`config.mk`:
```
export PLATFORM = sky130hd
export DESIGN_NAME = uart_const_baud_tx
export DESIGN_NICKNAME = d
export VERILOG_FILES = /design/src/rtl/uart_pkg.sv /design/src/rtl/uart_baud_tick.sv /design/src/rtl/uart_const_baud_tx.sv
export SDC_FILE = /design/constraint.sdc
export NUM_CORES = 1
export LEC_CHECK = 0
export BUFFER_PORTS_ARGS = -buffer_cell sky130_fd_sc_hd__buf_4
export CORE_MARGIN = 3
export CORE_UTILIZATION = 56
export CTS_CLUSTER_DIAMETER = 120
export CTS_CLUSTER_SIZE = 20
export DETAILED_ROUTE_END_ITERATION = 12
export PLACE_DENSITY = 0.77
export SLEW_MARGIN = 10
export SYNTH_ARGS = -nofsm -noshare
export SYNTH_HDL_FRONTEND = slang
export SYNTH_SLANG_ARGS = --single-unit
```
`constraint.sdc`:
```
create_clock -name clk -period 2.9 [get_ports clk]
set_input_delay 0.58 -clock clk [delete_from_list [all_inputs] [get_ports clk]]
set_output_delay 0.58 -clock clk [all_outputs]
set_load 0.005 [all_outputs]
```
`src/rtl/uart_pkg.sv`:
```
// Shared UART definitions: frame constants, FSM state encoding and baud divider.
// Optional parity bit: define UART_CONST_BAUD_TX_PARITY_EN to widen the state encoding.
package uart_pkg;

  localparam int unsigned DATA_BITS   = 8;
  localparam int unsigned BIT_IDX_W   = 4;
  localparam logic        START_LEVEL = 1'b0;
  localparam logic        STOP_LEVEL  = 1'b1;
  localparam logic        IDLE_LEVEL  = 1'b1;

`ifdef UART_CONST_BAUD_TX_PARITY_EN
  localparam int unsigned STATE_W = 3;
  typedef enum logic [STATE_W-1:0] {
    IDLE   = 3'd0,
    START  = 3'd1,
    DATA   = 3'd2,
    STOP   = 3'd3,
    PARITY = 3'd4
  } tx_state_e;
`else
  localparam int unsigned STATE_W = 2;
  typedef enum logic [STATE_W-1:0] {
    IDLE  = 2'd0,
    START = 2'd1,
    DATA  = 2'd2,
    STOP  = 2'd3
  } tx_state_e;
`endif

  // Clock cycles per bit; truncating division, same as the receiver.
  function automatic int unsigned baud_div(input int unsigned clock_freq,
                                           input int unsigned baud_rate);
    return clock_freq / baud_rate;
  endfunction

endpackage

```
`src/rtl/uart_baud_tick.sv`:
```
// Bit-period counter: counts 0..limit-1 while enabled, held clear otherwise.
module uart_baud_tick #(
  parameter int unsigned limit = 2,
  parameter int unsigned cnt_w = 1
) (
  input  logic             clk,
  input  logic             rst,
  input  logic             en,
  output logic [cnt_w-1:0] count,
  output logic             tc_c
);

  logic [cnt_w-1:0] count_d, count_q;

  // Terminal count marks the last cycle of the current bit.
  assign tc_c  = en && (count_q == cnt_w'(limit - 1));
  assign count = count_q;

  // Next count: clear when disabled or at terminal count, else increment.
  always_comb begin
    count_d = count_q;
    if (!en || tc_c) begin
      count_d = '0;
    end else begin
      count_d = count_q + cnt_w'(1);
    end
  end

  // Count register with synchronous reset.
  always_ff @(posedge clk) begin
    if (rst) begin
      count_q <= '0;
    end else begin
      count_q <= count_d;
    end
  end

endmodule

```
`src/rtl/uart_const_baud_tx.sv`:
```
// Fixed-baud UART transmitter, 8N1 LSB first (8E1/8O1 when
// UART_CONST_BAUD_TX_PARITY_EN is defined). All outputs registered.
module uart_const_baud_tx
  import uart_pkg::*;
#(
  parameter int unsigned clock_freq = 100_000_000,
  parameter int unsigned baud_rate  = 115200,
  parameter int unsigned parity_odd = 0
) (
  input  logic                 clk,
  input  logic                 rst,
  input  logic [DATA_BITS-1:0] data,
  input  logic                 send,
  output logic                 tx,
  output logic                 busy,
  output logic                 done
);

  localparam int unsigned BAUD_LIMIT = baud_div(clock_freq, baud_rate);
  localparam int unsigned CNT_W      = (BAUD_LIMIT > 1) ? $clog2(BAUD_LIMIT) : 1;

  if (BAUD_LIMIT < 2 || parity_odd > 1) begin : g_bad_cfg
    $error("uart_const_baud_tx: baud_limit must be >= 2 and parity_odd must be 0 or 1");
  end

  tx_state_e                state_d, state_q;
  logic [DATA_BITS-1:0]     shift_d, shift_q;
  logic [BIT_IDX_W-1:0]     bit_idx_d, bit_idx_q;
  logic                     tx_d, tx_q;
  logic                     busy_d, busy_q;
  logic                     done_d, done_q;
  logic [CNT_W-1:0]         cnt;
  logic                     tick_c;
`ifdef UART_CONST_BAUD_TX_PARITY_EN
  logic                     par_d, par_q;
`endif

  uart_baud_tick #(
    .limit (BAUD_LIMIT),
    .cnt_w (CNT_W)
  ) u_baud_tick (
    .clk   (clk),
    .rst   (rst),
    .en    (state_q != IDLE),
    .count (cnt),
    .tc_c  (tick_c)
  );

  // Next-state, datapath and registered-output values.
  always_comb begin
    state_d   = state_q;
    shift_d   = shift_q;
    bit_idx_d = bit_idx_q;
`ifdef UART_CONST_BAUD_TX_PARITY_EN
    par_d     = par_q;
`endif
    case (state_q)
      IDLE: begin
        bit_idx_d = '0;
        if (send) begin
          shift_d = data;
`ifdef UART_CONST_BAUD_TX_PARITY_EN
          par_d   = (^data) ^ 1'(parity_odd);
`endif
          state_d = START;
        end
      end
      START: begin
        if (tick_c) begin
          bit_idx_d = '0;
          state_d   = DATA;
        end
      end
      DATA: begin
        if (tick_c) begin
          shift_d   = {IDLE_LEVEL, shift_q[DATA_BITS-1:1]};
          bit_idx_d = bit_idx_q + BIT_IDX_W'(1);
          if (bit_idx_q == BIT_IDX_W'(DATA_BITS - 1)) begin
`ifdef UART_CONST_BAUD_TX_PARITY_EN
            state_d = PARITY;
`else
            state_d = STOP;
`endif
          end
        end
      end
`ifdef UART_CONST_BAUD_TX_PARITY_EN
      PARITY: begin
        if (tick_c) begin
          bit_idx_d = bit_idx_q + BIT_IDX_W'(1);
          state_d   = STOP;
        end
      end
`endif
      STOP: begin
        if (tick_c) begin
          bit_idx_d = '0;
          state_d   = IDLE;
        end
      end
      default: state_d = IDLE;
    endcase

    // Line level follows the state being entered so tx switches with the state.
    case (state_d)
      START:   tx_d = START_LEVEL;
      DATA:    tx_d = shift_d[0];
`ifdef UART_CONST_BAUD_TX_PARITY_EN
      PARITY:  tx_d = par_d;
`endif
      STOP:    tx_d = STOP_LEVEL;
      default: tx_d = IDLE_LEVEL;
    endcase

    busy_d = (state_d != IDLE);
    // Counter reaches limit-1 on the next edge: that is the final stop cycle.
    done_d = (state_q == STOP) && (cnt == CNT_W'(BAUD_LIMIT - 2));
  end

  // State, datapath and output registers with synchronous reset.
  always_ff @(posedge clk) begin
    if (rst) begin
      state_q   <= IDLE;
      shift_q   <= '1;
      bit_idx_q <= '0;
      tx_q      <= IDLE_LEVEL;
      busy_q    <= 1'b0;
      done_q    <= 1'b0;
`ifdef UART_CONST_BAUD_TX_PARITY_EN
      par_q     <= 1'b0;
`endif
    end else begin
      state_q   <= state_d;
      shift_q   <= shift_d;
      bit_idx_q <= bit_idx_d;
      tx_q      <= tx_d;
      busy_q    <= busy_d;
      done_q    <= done_d;
`ifdef UART_CONST_BAUD_TX_PARITY_EN
      par_q     <= par_d;
`endif
    end
  end

  assign tx   = tx_q;
  assign busy = busy_q;
  assign done = done_q;

endmodule

```
Word-level counts from Yosys, hierarchy flattened
Cells that the tools add are included.
- register bits: 27
- input bits: 11
- output and inout bits: 3
- logic and storage cells: 46
- add/subtract/negate cells: 2
- eq/ne operators: 11
- mux-type cells: 13
- reduce and logical (&&, ||, !) cells: 12
- operators by type and width (cell ; count):
    $eq A10 B10 Y1 const B ; 2
    $mux W8 ; 2
    $pmux W8 S2 ; 1
    $pmux W4 S3 ; 1
    $add A10 B1 Y10 const B ; 1
    $mux W2 ; 5
    $mux W4 ; 2
    $pmux W2 S4 ; 1
    $eq A2 B2 Y1 const B ; 3
    $reduce_bool A2 Y1 ; 3
    $add A4 B1 Y4 const B ; 1
    $eq A2 B1 Y1 const B ; 2
    $eq A4 B3 Y1 const B ; 1
    $ne A2 B1 Y1 const B ; 2
    $reduce_or A2 Y1 ; 2
    $reduce_and A3 Y1 ; 1
    $logic_and A1 B1 Y1 ; 2
    $logic_not A2 Y1 ; 1
    $ne A2 B2 Y1 const B ; 1
    $pmux W1 S2 ; 1
    $reduce_and A2 Y1 ; 1
    $logic_not A1 Y1 ; 1
    $logic_or A1 B1 Y1 ; 1

Logic depth before layout (Yosys ltp)
Gate-level depths: netlist of run 1.
- word-level depth: 6
- depth in mapped cells: 6

Modules after synthesis
Synthesis of run 1 repeated with hierarchy kept, for this count alone.
- cell total of the unflattened synthesis: 139
- area total of the unflattened synthesis: 1260.0 um2
- modules (own cells, without submodules) (module ; instances ; cells each ; area each (um2) ; seq. area each (um2)):
    uart_const_baud_tx ; 1 ; 83 ; 792.0 ; 340.3
    uart_baud_tick ; 1 ; 56 ; 467.9 ; 200.2

Least setup slack after synthesis of run 1
No wires, ideal clock.
- path kind: register to register
- from: register u_baud_tick.count_q[3], in the netlist u_baud_tick.count[3]
- to: register shift_q[1]
- library setup time: 114 ps
- data arrival time: 1760 ps
- slack: 1026 ps
- stages on the path, launching flop included: 7
- clock period less this slack: 1874 ps
- path through: dfxtp_1 or3_4 or3_1 buf_6 nor4_4 nor2_2 a21o_1
- cells in the longest elaborated chain, start to end: 4
- ends and longest elaborated chain (element ; RTL line ; source):
    from (decl) ; uart_baud_tick.sv:13 ; logic [cnt_w-1:0] count_d, count_q;
    from (signal assigned) ; uart_baud_tick.sv:34 ; count_q <= count_d;
    $eq A10 B10 Y1 ; uart_baud_tick.sv:16 ; assign tc_c = en && (count_q == cnt_w'(limit - 1));
    $logic_and A1 B1 Y1 ; uart_baud_tick.sv:16 ;
    $ne A2 B1 Y1 (no line) ; -- ;
    $reduce_and A3 Y1 (no line) ; -- ;
    to (signal assigned) ; uart_const_baud_tx.sv:134 ; shift_q <= shift_d;
    to (decl) ; uart_const_baud_tx.sv:27 ; logic [DATA_BITS-1:0] shift_d, shift_q;
No other way between the ends.
A chain may end at the register's enable or synchronous reset.

Worst setup path after layout of run 1
- from: register u_baud_tick.count_q[2], in the netlist u_baud_tick.count[2]
- to: register shift_q[6]
The elaborated chain is that of the path after synthesis.

==> impl_metrics.toml, run 1 <==
[worst_setup_path]
r2r_cells = 5
required_ps = 3150
end_kind = "register"
cp_max_fo = 9
cp.arrival_ps = 2310
path_class = "register to register"
start_kind = "register"

[cts]
cts_resized = 0
clock_path_buffers = 2
clk_latency_ps = 330
post_cts_buffers = 0
cts-root-buf = "clkbuf_4"
cts_max_level = 1
hold_buffers = 0
numCtsBuffers = 3
cts_sinks = 27
tritoncts = "yes"
clk_pin_slew_worst_paths_ps = 140

[global_routing]
grt_max_degree = 19
grt_usage_pct = 19.4
grt_pass1_wl_mm = 4.15
overflow = 0
grt_pass1_vias = 995
antenna_found_initial = 0

[synth]
yosysMostFrequentCell = "dfxtp_1"
synth_area_per_cell_um2 = 9.38
ys_types = 38
yosys-top-cells-count = "dfxtp_1 (27), nor2_1 (15), nand3_1 (11)"
ys_async_sr_fraction_pct = 0
yosys-top-cells-area = "dfxtp_1 (42%), a221o_1 (4.7%), nor2_1 (4.4%)"
synth_warnings = 0
ys.flop_type = "dfxtp_1"
synth-edff-count = 0
synth_area_mm2 = 0.00128
seq_area_frac_synth_pct = 42.4
syn_nets = 150
yosysTopAreaCell = "dfxtp_1"
synth_top_area_share_pct = 42.4
ys_ff_latch = 27
synthCells = 136

[power]
p_switching_mw = 0.144
p_int_mw = 0.467
seq_power_share_pct = 64.8
clkPwrFrac_pct = 26.7
p_sw_share_pct = 23.6
power_frac_comb_pct = 8.6
leakage_nw = 0.506
vdd_drop_max_mv = 0.327
power_density_mw_per_mm2 = 434

[sta]
timing.setup.tns_ps = 0
final_hold_viol_count = 0
hold_slack_ps = 474
setup_violations = 0
clock-skew-final_ps = 8.79
min_period_over_period_pct = 71.0
finalMaxSlewViolations = 0
worst_slew_pin_slew_ps = 570
rsz0062_at_grt = "false"
max_slew_margin_pct = 62.0
period_needed_ps = 2060
clock.fmax_mhz = 485

[floorplan]
dieArea_mm2 = 0.00289
initial_core_util_pct = 61.9
core.rowCount = 16
die_h_um = 53.7
io_pins = 14
core_mm2 = 0.00206
die_w_um = 53.7

[placed_design]
numPortBuffers = 13
hpwlAfterDp_mm = 1.72
gp_congestion = 0.784

[cells_and_area]
drive_above_1_share_pct = 19.2
synthToLayoutAreaGrowth_pct = 10.3
final_util_pct = 68.3
layout.nets = 161
n_antenna_cell = 0

[run_status]
status = "completed"

[run]
timing.max_cap.violations = 0

[detailed_routing]
viasPerCell = 5.83
wl_per_cell_um = 13.4
drt-total-wl_mm = 2.31
vias = 1009
drtAntennaViolNets = 0
initialDrtViolationCount = 13
drt_first_pass_iters = 4
drc = 0

[hold_path]
worstHoldPathType = "register to register"
hold_depth = 1
==> worst paths after layout <==
path	start	end	slack [ps]
max	u_baud_tick.count[2]	shift_q[6]	840
min	shift_q[5]	shift_q[5]	470
max reg2reg	u_baud_tick.count[2]	shift_q[6]	840
min reg2reg	shift_q[5]	shift_q[5]	470
==> state kept, by name, indices dropped and copies added, names as in the netlist <==
signal and count:
u_baud_tick.count 10, shift_q 8, bit_idx_q 4, state_q 2
busy 1, done 1, tx 1
==> logic make-up (layout without fill, tap and decap cells) <==
| kind of cell | after synthesis | after routing | synth area share, % |
|---|---|---|---|
| AO/OA/AOI/OAI | 29 | 29 | 18.7 |
| XOR/XNOR | 8 | 8 | 5.49 |
| adder cells (fa/ha/maj) | 3 | 3 | 2.94 |
| buffers and inverters | 13 | 23 | 4.41 |
| flip-flops | 27 | 27 | 42.4 |
| multiplexers | 1 | 1 | 0.882 |
| AND/OR/NAND/NOR | 55 | 55 | 25.2 |
==> through the flow <==
step                      power (mW)  cells  instance area, µm²  setup WS [ps]
final                          0.611    173                1410            840
after global routing           0.646    173                1410            663
after CTS                      0.621    173                1410            833
after detailed placement       0.457    169                1380            849
after global placement         0.454    169                1380            899
after floorplan                0.436    136                1280           1030
==> layer usage <==
metal | up-vias | wire length (µm) | global-route usage [%]
met4 | 0 | 37 | 10.2
met5 | - | 0 | 0
met1 | 465 | 1060 | 23.7
met3 | 4 | 102 | 2.77
li1 | 515 | - | -
met2 | 25 | 1120 | 32.5
==> cell type report <==
type | count | area (µm²)
fill | 172 | 654
timing repair buffer | 14 | 105
multi-input combinational | 96 | 679
clock inverter | 1 | 7.51
inverter | 5 | 18.8
clock buffer | 3 | 22.5
sequential | 27 | 541
tap | 27 | 33.8
==> placed cells by master (no fill, tap or decap), drive strengths merged <==
cell / count
nor4: 3
inv: 5
xor2: 4
nand2b: 1
nor3: 3
nand3b: 2
nand3: 11
xnor2: 4
dfxtp: 27
nand4b: 2
clkinvlp: 1
o21ai: 3
a221oi: 2
ha: 3
a311oi: 1
a221o: 6
nor2: 16
a21o: 7
and2: 1
a21oi: 3
nand2: 6
buf: 14
o211ai: 2
or2: 1
clkbuf: 3
mux2: 1
a31oi: 2
o22ai: 1
a2bb2oi: 2
and3: 2
nand4: 1
or3: 6
==> critical path, cell delays in order, from the launching register on <==
cell	delay (ps)
dfxtp_1	380
or3_4	390
or3_1	440
nor4_4	420
nor2_2	140
a21o_1	200
==> power groups by stage <==
stage	Clock [mW]	Combinational, mW	Sequential, mW
after global placement	0	0.0510	0.403
after global routing	0.190	0.0578	0.398
after CTS	0.172	0.0532	0.396
after detailed placement	0	0.0531	0.404
after floorplan	0	0.0384	0.398
final	0.163	0.0524	0.396
Power figures use the tool's default switching activity.
==> run 2: changes to the inputs <==
--- a/config.mk
+++ b/config.mk
@@ -7,11 +7,11 @@
 export LEC_CHECK = 0
 export BUFFER_PORTS_ARGS = -buffer_cell sky130_fd_sc_hd__buf_4
 export CORE_MARGIN = 3
-export CORE_UTILIZATION = 56
+export CORE_UTILIZATION = 51
 export CTS_CLUSTER_DIAMETER = 120
 export CTS_CLUSTER_SIZE = 20
 export DETAILED_ROUTE_END_ITERATION = 12
-export PLACE_DENSITY = 0.77
+export PLACE_DENSITY = 0.74
 export SLEW_MARGIN = 10
 export SYNTH_ARGS = -nofsm -noshare
 export SYNTH_HDL_FRONTEND = slang
==> constraint.sdc (replaced) <==
create_clock -name clk -period 1.8 [get_ports clk]
set_input_delay 0.36 -clock clk [delete_from_list [all_inputs] [get_ports clk]]
set_output_delay 0.36 -clock clk [all_outputs]
set_load 0.005 [all_outputs]
==> run 2 against run 1 <==
Compared with the run above: the flow now finishes with violations (setup timing); register-to-register slack worse by 850 ps; die area increased by 8.7%; combinational power up 87%; non-clock buffer count is 10 higher; sequential cell count is the same; power up 65%; utilization fell by 3.4 points; worst setup slack worse by 850 ps; sequential share of layout area is 2.0 points lower; via count is 6.5% higher; critical endpoint is now tx.
==> impl_metrics.toml, run 2 (same netlist as run 1, synthesis figures left out) <==
[sta]
final_hold_viol_count = 0
setup_violations = 1
hold_slack_ps = 311
min_period_over_period_pct = 101
clock.fmax_mhz = 551
clock-skew-final_ps = 6.32
rsz0062_at_grt = "true"
worst_slew_pin_slew_ps = 375
setup_ws_ps = -14.4
period_needed_ps = 1810
max_slew_margin_pct = 75.0
finalMaxSlewViolations = 0

[worst_setup_path]
crit_chain = "or3_4, or3_4, or3_4, a2bb2oi_2, a2bb2oi_2"
crit_path_frequent_cell = "or3_4"
cpMaxStageDelayCell = "or3_4"
required_ps = 2090
cp_max_fo = 4
r2r_cells = 5
start_kind = "register"
max_stage_delay_ps = 390
path_class = "register to register"
cp.arrival_ps = 2100
end_kind = "register"

[placed_design]
gp_congestion = 0.786
numPortBuffers = 13
place_area_mm2 = 0.00146
hpwlAfterDp_mm = 1.90

[hold_path]
hold_depth = 3
worstHoldPathType = "input port to register"

[floorplan]
initial_core_util_pct = 55.6
dieArea_mm2 = 0.00314
core_mm2 = 0.00230
die_h_um = 56.0
die_w_um = 56.0
io_pins = 14
core.rowCount = 17

[detailed_routing]
viasPerCell = 5.84
initialDrtViolationCount = 23
vias = 1075
drt-total-wl_mm = 2.69
drc = 0
wl_per_cell_um = 14.6
drtAntennaViolNets = 0
drt_first_pass_iters = 4

[cts]
clk_latency_ps = 330
clk_pin_slew_worst_paths_ps = 160
cts_max_level = 1
cts_sinks = 27
numCtsBuffers = 3
tritoncts = "yes"
cts-root-buf = "clkbuf_4"
clock_path_buffers = 2

[global_routing]
grt_max_degree = 19
overflow = 0
antenna_found_initial = 0
grt_pass1_wl_mm = 4.61
grt_usage_pct = 18.0
grt_pass1_vias = 1018

[run_status]
violations = "setup timing"
status = "finished, violations left"

[cells_and_area]
synthToLayoutAreaGrowth_pct = 16.8
n_antenna_cell = 0
layout.nets = 171
final_cell_mix = "dfxtp_1 (26), buf_4 (24), nor2_1 (15), nand3_1 (11), a21o_1 (7)"
final_common_cell = "dfxtp_1"
fillers = 207
largest_register_ff_count = 10
final_area_mm2 = 0.00149
drive_above_1_share_pct = 25.6

[power]
power_mw = 1.01
leakage_nw = 0.560
vdd_drop_max_mv = 0.514
power_density_mw_per_mm2 = 676

[run]
timing.max_cap.violations = 0
## run 2: cell types whose count changed in the layout (fill, tap and decap cells not counted), sizes merged
cell  delta
buf     +10
## run 2: worst paths after layout
kind,startpoint,end,slack [ps]
max,u_baud_tick.count[3],tx,-10
min,data[7],shift_q[7],310
max reg2reg,u_baud_tick.count[3],tx,-10
min reg2reg,shift_q[2],shift_q[2],480
## run 2: through the flow
stage	std cells	utilization, %	setup TNS [ps]	setup WS, ps
6_report	184	64.9	-14.4	-14.4
5_1_grt	184	64.9	-396	-80.2
4_1_cts	184	64.9	-22.1	-22.1
3_5_place_dp	180	63.3	-34.0	-33.8
3_3_place_gp	180	63.3	0	58.0
2_1_floorplan	136	-	-416	-68.5
## run 2: per-layer routing
metal	track usage [%]	routed length (µm)
met4	8.14	86
met1	24.4	1310
met5	0	0
met3	2.32	70
met2	28.0	1220
## run 2: report_power, final
part | total [mW] | internal [mW] | switching, mW
clock network | 0.278 | 0.0851 | 0.193
registers | 0.631 | 0.619 | 0.0121
logic | 0.0979 | 0.0520 | 0.0459
## run 2: worst max-delay path: cells and delay by family, from the launching register on
kind / cells / cell delay (ps)
compound gates: 2 / 290
simple gates: 3 / 1130
flops: 1 / 350
## run 2: area by class of cell
cell class	instances	area [µm²]	share of cell area, %
Inverter	5	18.8	1.26
Multi-Input combinational cell	96	684	45.9
Tap cell	28	35.0	2.35
Clock buffer	3	22.5	1.51
Sequential cell	27	542	36.4
Clock inverter	1	7.51	0.504
Timing Repair Buffer	24	180	12.1
## run 2: what timing repair did
action                     4_1_cts  5_1_grt
resized for setup                1        0
setup endpoints to repair        8        7
hold buffers                     0        0
pin swaps                        0        2
setup buffers                    0        0
